==> src/rtl/lcd_string_writer.sv <==
// lcd_string_writer: streams a latched line of ASCII characters to the LCD
// transaction layer. It issues one cursor-home request, then one write request
// per character, and ends with a single-cycle done pulse.
// Every request/acknowledge pair is fully closed: the request drops and the
// block then waits for the acknowledge to fall before it moves on.
module lcd_string_writer #(
  parameter int NUM_CHARS = 16,
  parameter int CNT_W     = 5
) (
  input  logic                   clk,
  input  logic                   reset,
  input  logic                   start,
  input  logic [NUM_CHARS*8-1:0] string_in,
  output logic                   busy,
  output logic                   done,
  output logic                   do_return_cursor_home,
  input  logic                   return_cursor_home_done,
  output logic                   do_write_data,
  output logic [7:0]             data_to_write,
  input  logic                   send_data_done
);

  typedef enum logic [2:0] {
    IDLE, HOME_REQ, HOME_REL, LOAD, WR_REQ, WR_REL, FINISH
  } state_t;

  state_t                 state, nxt;
  logic [NUM_CHARS*8-1:0] line_q;
  logic [CNT_W-1:0]       cnt;
  logic                   accept, load_byte, cnt_dec;
  logic [7:0]             sel_byte;

  // Requests are decoded from state so they drop the moment reset hits.
  assign do_return_cursor_home = (state == HOME_REQ);
  assign do_write_data         = (state == WR_REQ);

  // Byte picked by the counter: cnt==NUM_CHARS is the leftmost (MSB) byte,
  // cnt==1 is the rightmost.
  always_comb begin
    sel_byte = '0;
    for (int i = 0; i < NUM_CHARS; i++)
      if (cnt == CNT_W'(i + 1)) sel_byte = line_q[i*8 +: 8];
  end

  // Next-state logic. The byte is loaded on entry to LOAD, so it is stable
  // for the whole LOAD cycle before the write request rises.
  always_comb begin
    nxt       = state;
    accept    = 1'b0;
    load_byte = 1'b0;
    cnt_dec   = 1'b0;
    case (state)
      IDLE:     if (start) begin accept = 1'b1; nxt = HOME_REQ; end
      HOME_REQ: if (return_cursor_home_done) nxt = HOME_REL;
      HOME_REL: if (!return_cursor_home_done) begin nxt = LOAD; load_byte = 1'b1; end
      LOAD:     nxt = WR_REQ;
      WR_REQ:   if (send_data_done) begin nxt = WR_REL; cnt_dec = 1'b1; end
      WR_REL: begin
        if (!send_data_done) begin
          if (cnt == '0) nxt = FINISH;
          else begin nxt = LOAD; load_byte = 1'b1; end
        end
      end
      FINISH:   nxt = IDLE;
      default:  nxt = IDLE;
    endcase
  end

  // State register, line latch, character counter and handshake outputs.
  always_ff @(posedge clk or posedge reset) begin
    if (reset) begin
      state         <= IDLE;
      line_q        <= '0;
      cnt           <= '0;
      data_to_write <= 8'h00;
      busy          <= 1'b0;
      done          <= 1'b0;
    end else begin
      state <= nxt;
      done  <= (state == FINISH);
      if (accept) begin
        line_q <= string_in;
        cnt    <= CNT_W'(NUM_CHARS);
        busy   <= 1'b1;
      end else if (state == FINISH) begin
        busy <= 1'b0;
      end
      if (cnt_dec)   cnt           <= cnt - 1'b1;
      if (load_byte) data_to_write <= sel_byte;
    end
  end

endmodule

==> config.mk <==
export PLATFORM = sky130hd
export DESIGN_NAME = lcd_string_writer
export DESIGN_NICKNAME = d
export VERILOG_FILES = /design/src/rtl/lcd_string_writer.sv
export SDC_FILE = /design/constraint.sdc
export NUM_CORES = 1
export LEC_CHECK = 0
export CAP_MARGIN = 20
export CELL_PAD_IN_SITES_DETAIL_PLACEMENT = 0
export CELL_PAD_IN_SITES_GLOBAL_PLACEMENT = 1
export CORE_ASPECT_RATIO = 1.4
export CORE_MARGIN = 4
export CORE_UTILIZATION = 35
export DETAILED_ROUTE_END_ITERATION = 7
export PLACE_DENSITY_LB_ADDON = 0.15
export SYNTH_ARGS = -nofsm -noshare
export SYNTH_HDL_FRONTEND = slang
export SYNTH_SLANG_ARGS = --single-unit
==> constraint.sdc <==
create_clock -name clk -period 12 [get_ports clk]
set_input_delay 1.2 -clock clk [delete_from_list [all_inputs] [get_ports clk]]
set_output_delay 1.2 -clock clk [all_outputs]
set_load 0.01 [all_outputs]
-- Word level (Yosys, flattened, before mapping)
Cells that the tools add are included.
- reductions and logical operators: 5
- $add $sub $neg: 1
- equality and inequality tests: 27
- muxes and demuxes: 35
- operators by type and width (kind ; count):
    2-to-1 mux 8 bit ; 16
    == test 5 x 4 -> 1 bit, second input constant ; 8
    == test 5 x 3 -> 1 bit, second input constant ; 4
    2-to-1 mux 3 bit ; 6
    one-hot mux 3 bit (6 select lines) ; 1
    == test 5 x 2 -> 1 bit, second input constant ; 2
    2-to-1 mux 5 bit ; 2
    == test 3 bit, second input constant ; 3
    2-to-1 mux 1 bit ; 9
    == test 3 x 2 -> 1 bit, second input constant ; 2
    != test 2 bit, second input constant ; 3
    == test 5 x 1 -> 1 bit, second input constant ; 1
    == test 5 bit, second input constant ; 1
    zero test 5 bit ; 1
    AND reduction 5 bit ; 1
    subtractor 5 x 1 -> 5 bit, second input constant ; 1
    != test 2 x 1 -> 1 bit, second input constant ; 2
    nonzero test 2 bit ; 2
    == test 3 x 1 -> 1 bit, second input constant ; 1
    zero test 3 bit ; 1
    one-hot mux 1 bit (2 select lines) ; 1
- bits in registers: 146
- input port bits: 133
- output and inout bits: 12

-- Longest topological paths before layout
- depth after elaboration: 17
- mapped depth: 11
- gate-level depth less buffers: 8

-- Worst setup path before layout
No wires, ideal clock.
- path kind: input to register
- start point: input send_data_done
- end point: register data_to_write[0]
- stages: 6
- buffers on the path: 1
- arrival time: 2212 ps
- library setup time: 139 ps
- required time: 11861 ps
- path slack: 9649 ps
- path through: and4bb_2 -> a22o_1 -> buf_2 -> nand2_1 -> a211oi_1 -> a311oi_2
- cells in the longest elaborated chain, start to end: 2
- RTL lines (element ; line ; RTL):
    start, declared ; 20 ; input logic send_data_done
    2-to-1 mux 1 bit ; 59 ; if (!send_data_done) begin
    one-hot mux 1 bit (2 select lines) ; 52 ; case (state)
    end signal, assigned ; 89 ; if (load_byte) data_to_write <= sel_byte;
    end, declared ; 19 ; output logic [7:0] data_to_write,
No other way between the ends.
A chain may end at the register's enable or synchronous reset.

-- Worst setup path after layout
- start point: register state[1]
- end point: output do_write_data
- cells in the longest elaborated chain, start to end: 1
- RTL lines (element ; line ; RTL):
    start, declared ; 27 ; state_t state, nxt;
    start signal, assigned ; 79 ; state <= nxt;
    == test 3 bit ; 35 ; assign do_write_data = (state == WR_REQ);
    end, declared ; 18 ; output logic do_write_data,
No other way between the ends.

==> metrics.yaml <==
rsz0062_at_grt: "false"
hpwl_mm: 16.29
worstSetupPathType: "reg2out"
path_cells: "inv_1, nand2_1, nor2_1, clkdlybuf4s50_1"
critPathBufInv: 2
power_frac_clock_pct: 27.7
first_iter_violations: 486
p_leak_nw: 4.459
crit_slowest_cell: "clkdlybuf4s50_1"
die_w_um: 129.8
cp-end-kind: "output pin"
tightestPinTransition_ns: 0.9309
synth_top_area_cell: "dfrtp_1"
wl_per_cell_um: 17.84
cts_root_buf: "clkbuf_16"
cp_data_required_time_ns: 10.80
grt_start_max_net_pins: 79
setup-tns-final_ns: 0
seq_area_frac_synth_pct: 50.29
reg2reg_from: "cnt[1]$_DFFE_PP0P_"
maxCapViolCount: 0
grt_pass1_wl_mm: 35.87
r2r_cells: 9
hold-path-cell-count: 2
fin_crit_ns: 3.131
synth_cells: 902
swShare_pct: 36.57
setup_violations: 0
crit_path_start_kind: "register"
synth.most_common_cell: "nand2_1"
maxSlewViolCount: 0
p_switching_w: 0.0008088
hold_ws_ns: 0.4708
syn_nets: 1040
ys_types: 60
fillers: 2114
comb_power_share_pct: 32.2
post_cts_resized: 0
n_antenna_cell: 0
synth_edf_count: 0
row_count: 62
powerDensity_nw_per_um2: 230.8
grt_pass1_vias: 6561
clock_latency_ns: 0.43
path_clk_slew_ns: 0.06
synth-main-ff-cell: "dfrtp_1"
async_flop_share_pct: 100.0
gp_congestion: 0.8726
cts_sinks: 146
netlist.area_leader.share_pct: 50.29
syn-cell-area_um2: 7264
final_core_util_pct: 46.79
internal_power_w: 0.001403
r2r_slack_ns: 8.98
detail-route-antenna-nets: 0
r2r-end: "data_to_write[0]$_DFFE_PP0P_"
cts_buffers: 17
tritoncts: "yes"
die_area_um2: 23160
path_max_fanout: 6
start_util_pct: 35.47
dp_cells: 1255
area_growth_pct: 31.90
yosysWarnings: 0
max_stage_delay_ns: 0.59
crit_family: "buffers and inverters"
cts_setup_buffers: 0
num_vias: 6575
wirelength_mm: 22.98
arrival_ns: 1.93
via_per_inst: 5.105
hold_buffers: 0
drc: 0
grt_overflow: 0
synth_area_leaders: "dfrtp_1 50%, nand2_1 22%, a21oi_1 3.2%, o21ai_0 2.1%, nor2_1 1.8%"
antenna_found_initial: 0
die_h_um: 178.5
nNetsFinal: 1157
worstHoldEndpoint: "line_q[36]$_DFFE_PP0P_"
fin_skew_ns: 0.01048
fmax_ghz: 0.3194
hold_start: "line_q[36]$_DFFE_PP0P_"
relSlewSlack_pct: 37.09
core-area_um2: 20480
final_cells: 1288
io_buffers: 144
first_pass_iters: 5
drive_above_1_share_pct: 5.426
synth_seq_cells: 146
grt_use_total_pct: 20.27
synthTopCellsByCount: "418 x nand2_1, 146 x dfrtp_1, 46 x a21oi_1, 35 x nor2_1, 31 x o21ai_0"
finalCritPeriodShare_pct: 26.09
cts_max_level: 4
seqPwrFrac_pct: 40.1
hold_viol: 0
io_pins: 145
run_status: "finished clean"
hp-class: "reg2reg"
peakVddDrop_v: 0.0001098
syn_avg_cell_area_um2: 8.054
cts_buffer_depth: 2
## cells in the final DEF (no fill, tap or decap), drive strengths merged, types with 4 or more instances in the layout
| cell | count |
|---|---|
| a2111oi | 5 |
| a21oi | 46 |
| a221oi | 5 |
| a22oi | 5 |
| buf | 12 |
| bufinv | 6 |
| clkbuf | 20 |
| clkdlybuf4s50 | 144 |
| clkinv | 4 |
| dfrtp | 146 |
| ha | 5 |
| inv | 18 |
| nand2 | 418 |
| nand2b | 4 |
| nand3 | 13 |
| nand3b | 5 |
| nand4b | 4 |
| nand4bb | 4 |
| nor2 | 35 |
| nor2b | 7 |
| nor3 | 8 |
| nor3b | 8 |
| o211ai | 6 |
| o21ai | 34 |
| o221ai | 4 |
| o22ai | 11 |
## registers in the layout (all words and copies together) (netlist names)
signal and count:
busy 1, data_to_write 8, cnt 5, state 3, done 1, line_q 128
## power groups by stage
stage	Clock [W]	Sequential [W]	Combinational, W
CTS	0.000625	0.000887	0.000722
finish	0.000613	0.000887	0.000712
global placement	0	0.000894	0.000706
detailed placement	0	0.000892	0.000719
floorplan	0	0.000823	0.000507
global route	0.000644	0.000912	0.000819
## per-layer routing
metal / vias to the layer above / GRT usage (%) / part of all wire, %
li1: 3232 / - / -
met1: 3115 / 25.47 / 41
met2: 196 / 34.81 / 52
met3: 32 / 3.505 / 4.6
met4: 0 / 7.322 / 2.5
met5: - / 0 / 0
## final cells by class
type / count / area [um2] / area share (%)
clock buffer: 20 / 456.7 / 4.766
sequential: 146 / 3654 / 38.13
clock inverter: 12 / 225.2 / 2.350
timing repair buffer: 156 / 1551 / 16.19
tap: 256 / 320.3 / 3.343
inverter: 16 / 65.06 / 0.6790
multi-input combinational: 682 / 3309 / 34.54
## how the worst max path moves through the flow
stage	from	endpoint	slack, ns	cells past startpoint
2_1_floorplan	reset	busy$_DFFE_PP0P_	6.88	1
3_3_place_gp	reset	line_q[122]$_DFFE_PP0P_	8.72	3
3_5_place_dp	start	cnt[0]$_DFFE_PP0P_	8.68	5
4_1_cts	state[1]$_DFFE_PP0P_	do_write_data	8.82	4
5_1_grt	state[1]$_DFFE_PP0P_	do_write_data	8.73	4
6_report	state[1]$_DFFE_PP0P_	do_write_data	8.87	4
## worst reg2reg max path, stage by stage, from the launching register on
cell and delay, ns:
dfrtp_1 0.43, inv_1 0.12, ha_1 0.52, nor4bb_1 0.69
buf_4 0.26, nor2_1 0.07, a221oi_1 0.34, nor3_1 0.11
o21ai_1 0.21, a311oi_2 0.13
## per-stage QoR
stage / total power (W) / cell area (um2) / setup slack, ns
after floorplan: 0.001331 / 7264 / 6.877
final: 0.002211 / 9582 / 8.869
after global placement: 0.001601 / 8872 / 8.715
after detailed placement: 0.001611 / 8872 / 8.683
after CTS: 0.002235 / 9554 / 8.819
after global routing: 0.002375 / 9582 / 8.735
## kinds of logic (layout without fill, tap and decap cells)
family	Yosys count	count (layout)	share of synthesized area (%)
compound gates	145	145	12.90
fa+ha+maj	5	5	0.8612
mux	2	2	0.2756
simple gates	529	529	31.12
xor+xnor	1	1	0.1206
flops	146	146	50.29
buf+inv	74	204	4.426
No activity file was read; power rests on OpenSTA's default activity.
